## src/rtl/alu_issue_ctrl.sv

```systemverilog
// Issue/sequencing front end for the 32-bit combinational ALU: fetches operands from a
// local register file, drives the ALU for one cycle, writes back and returns the result.
module alu_issue_ctrl #(
    parameter int DATA_W = 32,
    parameter int REG_AW = 3
) (
    input  logic              clk,
    input  logic              rst,
    input  logic              instr_valid,
    output logic              instr_ready,
    input  logic [23:0]       instr,
    output logic [DATA_W-1:0] alu_a,
    output logic [DATA_W-1:0] alu_b,
    output logic [3:0]        alu_op,
    input  logic [DATA_W-1:0] alu_result,
    input  logic              alu_n,
    input  logic              alu_v,
    input  logic              alu_c,
    input  logic              alu_z,
    output logic              resp_valid,
    input  logic              resp_ready,
    output logic [DATA_W-1:0] resp_data,
    output logic [3:0]        resp_flags,
    output logic              resp_illegal
);

    localparam int         NREGS   = 2 ** REG_AW;
    localparam logic [3:0] OP_NOP  = 4'b0000;
    localparam logic [3:0] OP_COMP = 4'b0011;

    typedef enum logic [1:0] {IDLE, EXEC, WB, RESP} state_t;

    function automatic logic op_is_legal(input logic [3:0] op);
        case (op)
            4'b0000, 4'b0001, 4'b0010, 4'b0011, 4'b0101,
            4'b0110, 4'b0111, 4'b1000, 4'b1001, 4'b1011: return 1'b1;
            default:                                     return 1'b0;
        endcase
    endfunction

    state_t              state_q, state_d;
    logic                accept;
    logic [3:0]          op_q;
    logic [REG_AW-1:0]   rd_q;
    logic [DATA_W-1:0]   alu_a_q, alu_b_q;
    logic [3:0]          alu_op_q;
    logic [DATA_W-1:0]   res_q;
    logic [3:0]          cap_flags_q;
    logic [3:0]          flags_q;
    logic [DATA_W-1:0]   regs_q [NREGS];
    logic [DATA_W-1:0]   resp_data_q;
    logic [3:0]          resp_flags_q;
    logic                resp_illegal_q;

    // Instruction field decode; bits [9:8] are reserved and deliberately ignored.
    logic [3:0]          in_op;
    logic                in_imm_sel;
    logic [REG_AW-1:0]   in_rd, in_rs1, in_rs2;
    logic [7:0]          in_imm;
    logic                unused_reserved;
    logic [DATA_W-1:0]   opnd_a, opnd_b;
    logic                wb_en, flag_en;

    assign in_op           = instr[23:20];
    assign in_imm_sel      = instr[19];
    assign in_rd           = instr[18:16];
    assign in_rs1          = instr[15:13];
    assign in_rs2          = instr[12:10];
    assign in_imm          = instr[7:0];
    assign unused_reserved = ^instr[9:8];

    assign opnd_a = (in_rs1 == '0) ? '0 : regs_q[in_rs1];
    assign opnd_b = in_imm_sel       ? {{(DATA_W-8){1'b0}}, in_imm} :
                    (in_rs2 == '0)   ? '0 : regs_q[in_rs2];

    assign wb_en   = (op_q != OP_NOP) && (op_q != OP_COMP) && (rd_q != '0);
    assign flag_en = (op_q != OP_NOP);

    always_ff @(posedge clk) begin
        if (rst) state_q <= IDLE;
        else     state_q <= state_d;
    end

    // NOTE: every output of this block gets a default first, so no path can infer a latch.
    always_comb begin
        state_d     = state_q;
        instr_ready = 1'b0;
        resp_valid  = 1'b0;
        accept      = 1'b0;
        case (state_q)
            IDLE: begin
                instr_ready = 1'b1;
                if (instr_valid) begin
                    accept  = 1'b1;
                    state_d = op_is_legal(in_op) ? EXEC : RESP;
                end
            end
            EXEC: state_d = WB;
            WB:   state_d = RESP;
            RESP: begin
                resp_valid = 1'b1;
                if (resp_ready) state_d = IDLE;
            end
            default: state_d = IDLE;
        endcase
    end

    // NOTE: the register file is reset along with the rest of the state, since r1..r7
    // are architecturally defined to read zero after reset.
    always_ff @(posedge clk) begin
        if (rst) begin
            op_q           <= OP_NOP;
            rd_q           <= '0;
            alu_a_q        <= '0;
            alu_b_q        <= '0;
            alu_op_q       <= OP_NOP;
            res_q          <= '0;
            cap_flags_q    <= '0;
            flags_q        <= '0;
            resp_data_q    <= '0;
            resp_flags_q   <= '0;
            resp_illegal_q <= 1'b0;
            for (int i = 0; i < NREGS; i++) regs_q[i] <= '0;
        end else begin
            // NOTE: non-blocking throughout, so every read in this block sees pre-edge values.
            case (state_q)
                IDLE: if (accept) begin
                    op_q <= in_op;
                    rd_q <= in_rd;
                    if (op_is_legal(in_op)) begin
                        alu_a_q  <= opnd_a;
                        alu_b_q  <= opnd_b;
                        alu_op_q <= in_op;
                    end else begin
                        resp_data_q    <= '0;
                        resp_flags_q   <= flags_q;
                        resp_illegal_q <= 1'b1;
                    end
                end
                EXEC: begin
                    res_q       <= alu_result;
                    cap_flags_q <= {alu_n, alu_v, alu_c, alu_z};
                    alu_op_q    <= OP_NOP;
                end
                WB: begin
                    if (wb_en)   regs_q[rd_q] <= res_q;
                    if (flag_en) flags_q      <= cap_flags_q;
                    resp_data_q    <= res_q;
                    resp_flags_q   <= flag_en ? cap_flags_q : flags_q;
                    resp_illegal_q <= 1'b0;
                end
                default: ;
            endcase
        end
    end

    assign alu_a        = alu_a_q;
    assign alu_b        = alu_b_q;
    assign alu_op       = alu_op_q;
    assign resp_data    = resp_data_q;
    assign resp_flags   = resp_flags_q;
    assign resp_illegal = resp_illegal_q;

endmodule

```

## config.mk

```make
export PLATFORM = sky130hd
export DESIGN_NAME = alu_issue_ctrl
export DESIGN_NICKNAME = d
export VERILOG_FILES = /design/src/rtl/alu_issue_ctrl.sv
export SDC_FILE = /design/constraint.sdc
export NUM_CORES = 1
export LEC_CHECK = 0
export ABC_AREA = 1
export CORE_ASPECT_RATIO = 0.5
export CORE_MARGIN = 2
export CORE_UTILIZATION = 50
export DETAILED_ROUTE_END_ITERATION = 8
export PLACE_DENSITY = 0.81
export SLEW_MARGIN = 10
export SYNTH_ARGS = -nofsm -noshare
export SYNTH_HDL_FRONTEND = slang
export SYNTH_SLANG_ARGS = --single-unit
```

## constraint.sdc

```tcl
create_clock -name clk -period 3 [get_ports clk]
set_input_delay 0.9 -clock clk [delete_from_list [all_inputs] [get_ports clk]]
set_output_delay 0.9 -clock clk [all_outputs]
set_load 0.05 [all_outputs]
```

==> flow_summary.json, run 1 <==
{
  "ant_nets": 0,
  "setup_violations": 0,
  "synth.distinct_cells": 29,
  "rsz0062_at_grt": "false",
  "outcome": "completed",
  "synth.most_common_cell": "nand2_1",
  "antenna_found_initial": 2,
  "fin_crit_ns": 2.81,
  "synthFlopType": "edfxtp_1",
  "syn_nets": 2281,
  "cap_violations": 0,
  "cts_tree": "done",
  "setup_tns_ns": 0,
  "insertion_delay_ns": 0.55,
  "cp-start-kind": "flip-flop",
  "routedWlPerCell_um": 19.7,
  "p_sw_mw": 5.22,
  "slew_headroom_pct": 42.3,
  "dpl.hpwl_mm": 34.1,
  "wl_mm": 55.9,
  "drt_iter0_drc": 2219,
  "fin_hold_ws_ns": 0.463,
  "yosys-top-cells-count": "nand2_1 (544), nor2_1 (333), edfxtp_1 (224)",
  "hold_viol_final": 0,
  "yosysWarningCount": 0,
  "power_frac_seq_pct": 42.7,
  "yosysTopAreaCellShare_pct": 37.9,
  "cts_max_level": 2,
  "cts_sinks": 378,
  "busiest_layer": "met2",
  "core_um2": 34700,
  "cts-buffers-inserted": 35,
  "fp.dieArea_um2": 37100,
  "ioPinCount": 171,
  "p_leak_nw": 8.42,
  "nets": 2412,
  "switching_share_pct": 35.3,
  "yosysTopAreaCell": "edfxtp_1",
  "start_util_pct": 51.1,
  "finalWeightedCongestion": 0.848,
  "cp.arrival_ns": 1.91,
  "grt_pass1_wl_mm": 82.9,
  "fp.dieH_um": 137,
  "required_ns": 2.10,
  "synth_async_sr_flop_share_pct": 0,
  "met3_usage_pct": 7.35,
  "grt_max_degree": 119,
  "maxSlewViolCount": 0,
  "synthAdderAreaFrac_pct": 0.282,
  "synth_seq_cells": 378,
  "end_kind": "output port",
  "grtUsageMet2_pct": 45.9,
  "viasPerCell": 5.65,
  "combPwrFrac_pct": 27.1,
  "hold_buffers": 0,
  "grt_pass1_vias": 14900,
  "vdd_ir_drop_max_mv": 0.468,
  "hp-class": "flip-flop to flip-flop",
  "vias": 16100,
  "max-clock-path-buffers": 3,
  "drc": 0,
  "syn_to_final_growth_pct": 19.1,
  "yosysSeqAreaShare_pct": 55.3,
  "syn_inst": 2213,
  "p_clk_share_pct": 30.2,
  "track_usage_pct": 29.6,
  "synthSimpleGateAreaFrac_pct": 23.7,
  "clk_pin_slew_worst_paths_ns": 0.06,
  "met1_usage_pct": 40.2,
  "avgSynthCellArea_um2": 8.01,
  "netlist_area_um2": 17700,
  "p_per_area_nw_per_um2": 701,
  "muxShareOfSynthArea_pct": 0,
  "synth-edff-count": 224,
  "worstSetupPathType": "flip-flop to output port",
  "antenna_cells": 0,
  "numPortBuffers": 168,
  "synth_area_leaders": "edfxtp_1 (38%), dfxtp_1 (17%), nand2_1 (12%), nor2_1 (7.0%), a21oi_1 (6.1%)",
  "grt_overflow": 0,
  "fmax_mhz": 356,
  "synth_xor_area_share_pct": 0,
  "worst_slew_pin_slew_ns": 0.865,
  "synth_top_family_by_area": "simple AND/OR/NAND/NOR gates",
  "first_pass_iters": 6,
  "period_share_pct": 93.6,
  "fp-row-count": 48,
  "die_w_um": 270,
  "final_layout_size_suffix_gt1_share_pct": 6.37,
  "clock_skew_ns": 0.0243,
  "synth_compound_area_share_pct": 12.2,
  "path_max_fanout": 4,
  "ctsRootBufferMaster": "clkbuf_16",
  "internal_power_mw": 9.59
}
## cells by family after synthesis
kind of cell	Yosys count
DFF	378
buffers and inverters	360
AOI/OAI and AO/OA	424
adders and majority gates	4
and+or+nand+nor	1047
## what timing repair did
item / in CTS / in global routing
endpoints found under the setup margin: 1 / 0
setup buffers: 0 / 0
resized for setup: 1 / 0
## worst max-delay path: stages (launching register included)
cell and delay [ns]:
dfxtp_1 0.38, ha_1 0.19, clkdlybuf4s50_1 0.80
## area by class of cell
class	count	area, um2
inverters	218	818
multi-input cells	1475	6420
fillers	2883	13600
clock buffers	51	1050
flip-flops and latches	378	9810
clock inverters	12	93.8
repair buffers	236	2340
well taps	475	594
## sequential cells by signal, indices dropped and copies added, names as in the netlist
register	cells
alu_b	32
res_q	32
resp_flags	4
op_q	4
cap_flags_q	4
alu_a	32
resp_illegal	1
rd_q	3
flags_q	4
resp_data	32
alu_op	4
state_q	2
regs_q	224
## metal layers
metal / wire (um) / part of all wire, % / up-vias
li1: - / - / 7431
met1: 21400 / 38 / 7286
met2: 24400 / 44 / 1169
met3: 8280 / 15 / 188
met4: 1880 / 3.4 / 4
met5: 31 / 0.055 / -
## power groups by stage
stage / clock network (mW) / registers [mW] / logic (mW)
after floorplan: 0 / 6.97 / 1.96
after global placement: 0 / 6.40 / 3.87
after detailed placement: 0 / 6.42 / 3.94
after CTS: 4.49 / 6.32 / 3.95
after global routing: 4.68 / 6.38 / 4.29
final: 4.48 / 6.33 / 4.01
## layout by cell type, fill, tap and decap left out, types with 9 or more instances in the layout
cell type        Yosys  layout
dfxtp_1            154     154
o21ai_0            116     116
clkdlybuf4s50_1      0     164
o21ai_1             75      75
inv_1              205     204
or2_2               10      10
nor2_1             333     333
inv_2               11      13
edfxtp_1           224     224
clkbuf_16            0      36
clkbuf_8             0       9
a21oi_1            216     216
buf_12               0      13
o211ai_1            15      15
buf_4               15      57
nand3_1            148     148
nand2_1            544     544
## stage by stage
stage / instances / power (mW) / worst slack (ns) / util, % / area (um2)
after global placement: 2782 / 10.3 / 0.257 / 57.6 / 20000
after global routing: 2845 / 15.4 / 0.106 / 60.9 / 21100
after detailed placement: 2782 / 10.4 / 0.211 / 57.6 / 20000
after floorplan: 2213 / 8.93 / 0.249 / - / 17700
after CTS: 2845 / 14.8 / 0.178 / 60.9 / 21100
final: 2845 / 14.8 / 0.192 / 60.9 / 21100
## worst paths after layout
kind              slack (ns)       start  depth (start not counted)            end
hold / removal          0.46   alu_b[13]                          2      alu_b[13]
setup / recovery        0.19  state_q[0]                          2     resp_valid
setup reg to reg        0.89  state_q[0]                          7  regs_q[7][11]
hold reg to reg         0.46   alu_b[13]                          2      alu_b[13]
(Power assumes the default switching activity.)
==> inputs of run 2 (changes only) <==
Settings changed: ABC_AREA 1 to 0, CAP_MARGIN from default to 30.
==> flow_summary.json, run 2 <==
{
  "outcome": "completed",
  "worst_slew_pin_slew_ns": 0.627,
  "yosysWarningCount": 0,
  "p_per_area_nw_per_um2": 627,
  "end_kind": "output port",
  "max-clock-path-buffers": 3,
  "track_usage_pct": 26.2,
  "period_share_pct": 94.3,
  "nFillCells": 2611,
  "setup_violations": 0,
  "final_layout_size_suffix_gt1_share_pct": 18.1,
  "syn_nets": 1558,
  "synth_seq_cells": 378,
  "vdd_ir_drop_max_mv": 0.385,
  "routedWlPerCell_um": 22.8,
  "synthFlopType": "edfxtp_1",
  "worstSetupPathType": "flip-flop to output port",
  "cp.arrival_ns": 1.93,
  "synth_area_leaders": "edfxtp_1 (38%), dfxtp_1 (17%), and2_1 (7.9%), mux4_2 (7.1%), mux2_2 (4.8%)",
  "synth-edff-count": 224,
  "cp-start-kind": "flip-flop",
  "fin_ws_ns": 0.172,
  "syn_inst": 1490,
  "hold_viol_final": 0,
  "hold_buffers": 0,
  "p_sw_mw": 4.01,
  "maxSlewViolCount": 0,
  "fp.dieArea_um2": 37000,
  "grt_overflow": 0,
  "finalWeightedCongestion": 0.820,
  "yosysTopAreaCellShare_pct": 38.0,
  "avgSynthCellArea_um2": 11.9,
  "yosys-top-cells-count": "and2_1 (225), edfxtp_1 (224), dfxtp_1 (154)",
  "slew_headroom_pct": 58.2,
  "combPwrFrac_pct": 19.3,
  "wl_mm": 49.0,
  "cap_violations": 0,
  "grt_pass1_wl_mm": 74.0,
  "fp.dieH_um": 137,
  "setup_tns_ns": 0,
  "clock_skew_ns": 0.0134,
  "slowest_delay_ns": 0.81,
  "p_clk_share_pct": 33.7,
  "first_pass_iters": 6,
  "worstPathCellList": "inv_1 > ha_1 > clkdlybuf4s50_1",
  "regMostFlops": "regs_q",
  "fmax_mhz": 354,
  "r2r_slack_ns": 0.88,
  "ant_nets": 0,
  "grt_pass1_vias": 12800,
  "power_frac_seq_pct": 47.0,
  "drt_iter0_drc": 1400,
  "place_ws_ns": 0.168,
  "synth.distinct_cells": 51,
  "internal_power_mw": 9.35,
  "cts_sinks": 378,
  "hp-class": "flip-flop to flip-flop",
  "fp-row-count": 48,
  "cts_max_level": 2,
  "grt_max_degree": 134,
  "yosysTopAreaCell": "edfxtp_1",
  "antenna_found_initial": 0,
  "clk_pin_slew_worst_paths_ns": 0.07,
  "ctsRootBufferMaster": "clkbuf_16",
  "path_max_fanout": 4,
  "final_common_cell": "and2_1",
  "rsz0062_at_grt": "false",
  "nets": 1713,
  "cts-buffers-inserted": 35,
  "dpl.hpwl_mm": 31.6,
  "postCtsSetupBuffers": 0,
  "syn_to_final_growth_pct": 20.4,
  "antenna_cells": 0,
  "die_w_um": 270,
  "core_um2": 34700,
  "cts_tree": "done",
  "crit_slowest_cell": "clkdlybuf4s50_1",
  "fin_util_pct": 61.5,
  "totalPowerFinal_mw": 13.4,
  "viasPerCell": 6.01,
  "largest_register_ffs": 224,
  "synth.most_common_cell": "and2_1",
  "vias": 12900,
  "start_util_pct": 51.1,
  "fin_crit_ns": 2.83,
  "netlist_area_um2": 17700,
  "p_leak_nw": 7.61,
  "required_ns": 2.10,
  "switching_share_pct": 30.0,
  "drc": 0,
  "synth_async_sr_flop_share_pct": 0,
  "cts_resized": 0,
  "ioPinCount": 171,
  "yosysSeqAreaShare_pct": 55.4,
  "numPortBuffers": 168,
  "layout_common_cells": "and2_1 (225), edfxtp_1 (224), clkdlybuf4s50_1 (161)",
  "insertion_delay_ns": 0.53
}
## run 2: area by class of cell
class,count,area [um2],share of cell area [%]
flip-flops and latches,378,9810,46.0
clock buffers,56,1080,5.05
clock inverters,7,63.8,0.299
well taps,475,594,2.79
repair buffers,243,2420,11.3
inverters,5,18.8,0.0880
multi-input cells,982,7340,34.4
## run 2: stage by stage
step | hold WS [ns] | cells | area, um2
final | 0.449 | 2146 | 21300
after global routing | 0.472 | 2146 | 21300
after CTS | 0.453 | 2146 | 21300
after floorplan | 0.456 | 1490 | 17700
after global placement | 0.437 | 2083 | 20200
after detailed placement | 0.444 | 2083 | 20200
## run 2: critical path: cells and delay by family, from the launching register on
| family | cells | cell delay (ns) |
|---|---|---|
| adder cells (fa/ha/maj) | 1 | 0.16 |
| buffers and inverters | 2 | 0.90 |
| flip-flops | 1 | 0.34 |
## run 2: power groups by stage
stage                     Clock (mW)  Combinational, mW  Sequential [mW]
after global routing            4.72               2.73             6.31
after detailed placement           0               2.55             6.36
after floorplan                    0               1.40             6.51
after CTS                       4.51               2.57             6.25
after global placement             0               2.52             6.34
final                           4.50               2.58             6.28
## run 2: final timing paths
kind | start | endpoint | cells after the start
min | alu_a[1] | alu_a[1] | 2
max reg2reg | state_q[0] | regs_q[4][13] | 7
min reg2reg | alu_a[1] | alu_a[1] | 2
max | state_q[0] | instr_ready | 3
## run 2: cell families (layout without fill, tap and decap cells)
family | after synthesis | count (layout) | synth area share [%]
compound gates | 281 | 281 | 11.0
xor+xnor | 1 | 1 | 0.0495
fa+ha+maj | 4 | 4 | 0.283
buf+inv | 130 | 311 | 3.37
flops | 378 | 378 | 55.4
mux | 184 | 184 | 14.9
simple gates | 512 | 512 | 15.0
## run 2: routing by layer
metal	GRT usage, %	wire length (um)	vias to the layer above	share of wire, %
li1	-	-	5758	-
met1	34.2	19300	6325	39
met2	43.1	23000	690	47
met3	5.21	5030	126	10
met4	11.3	1740	0	3.6
met5	0	0	-	0
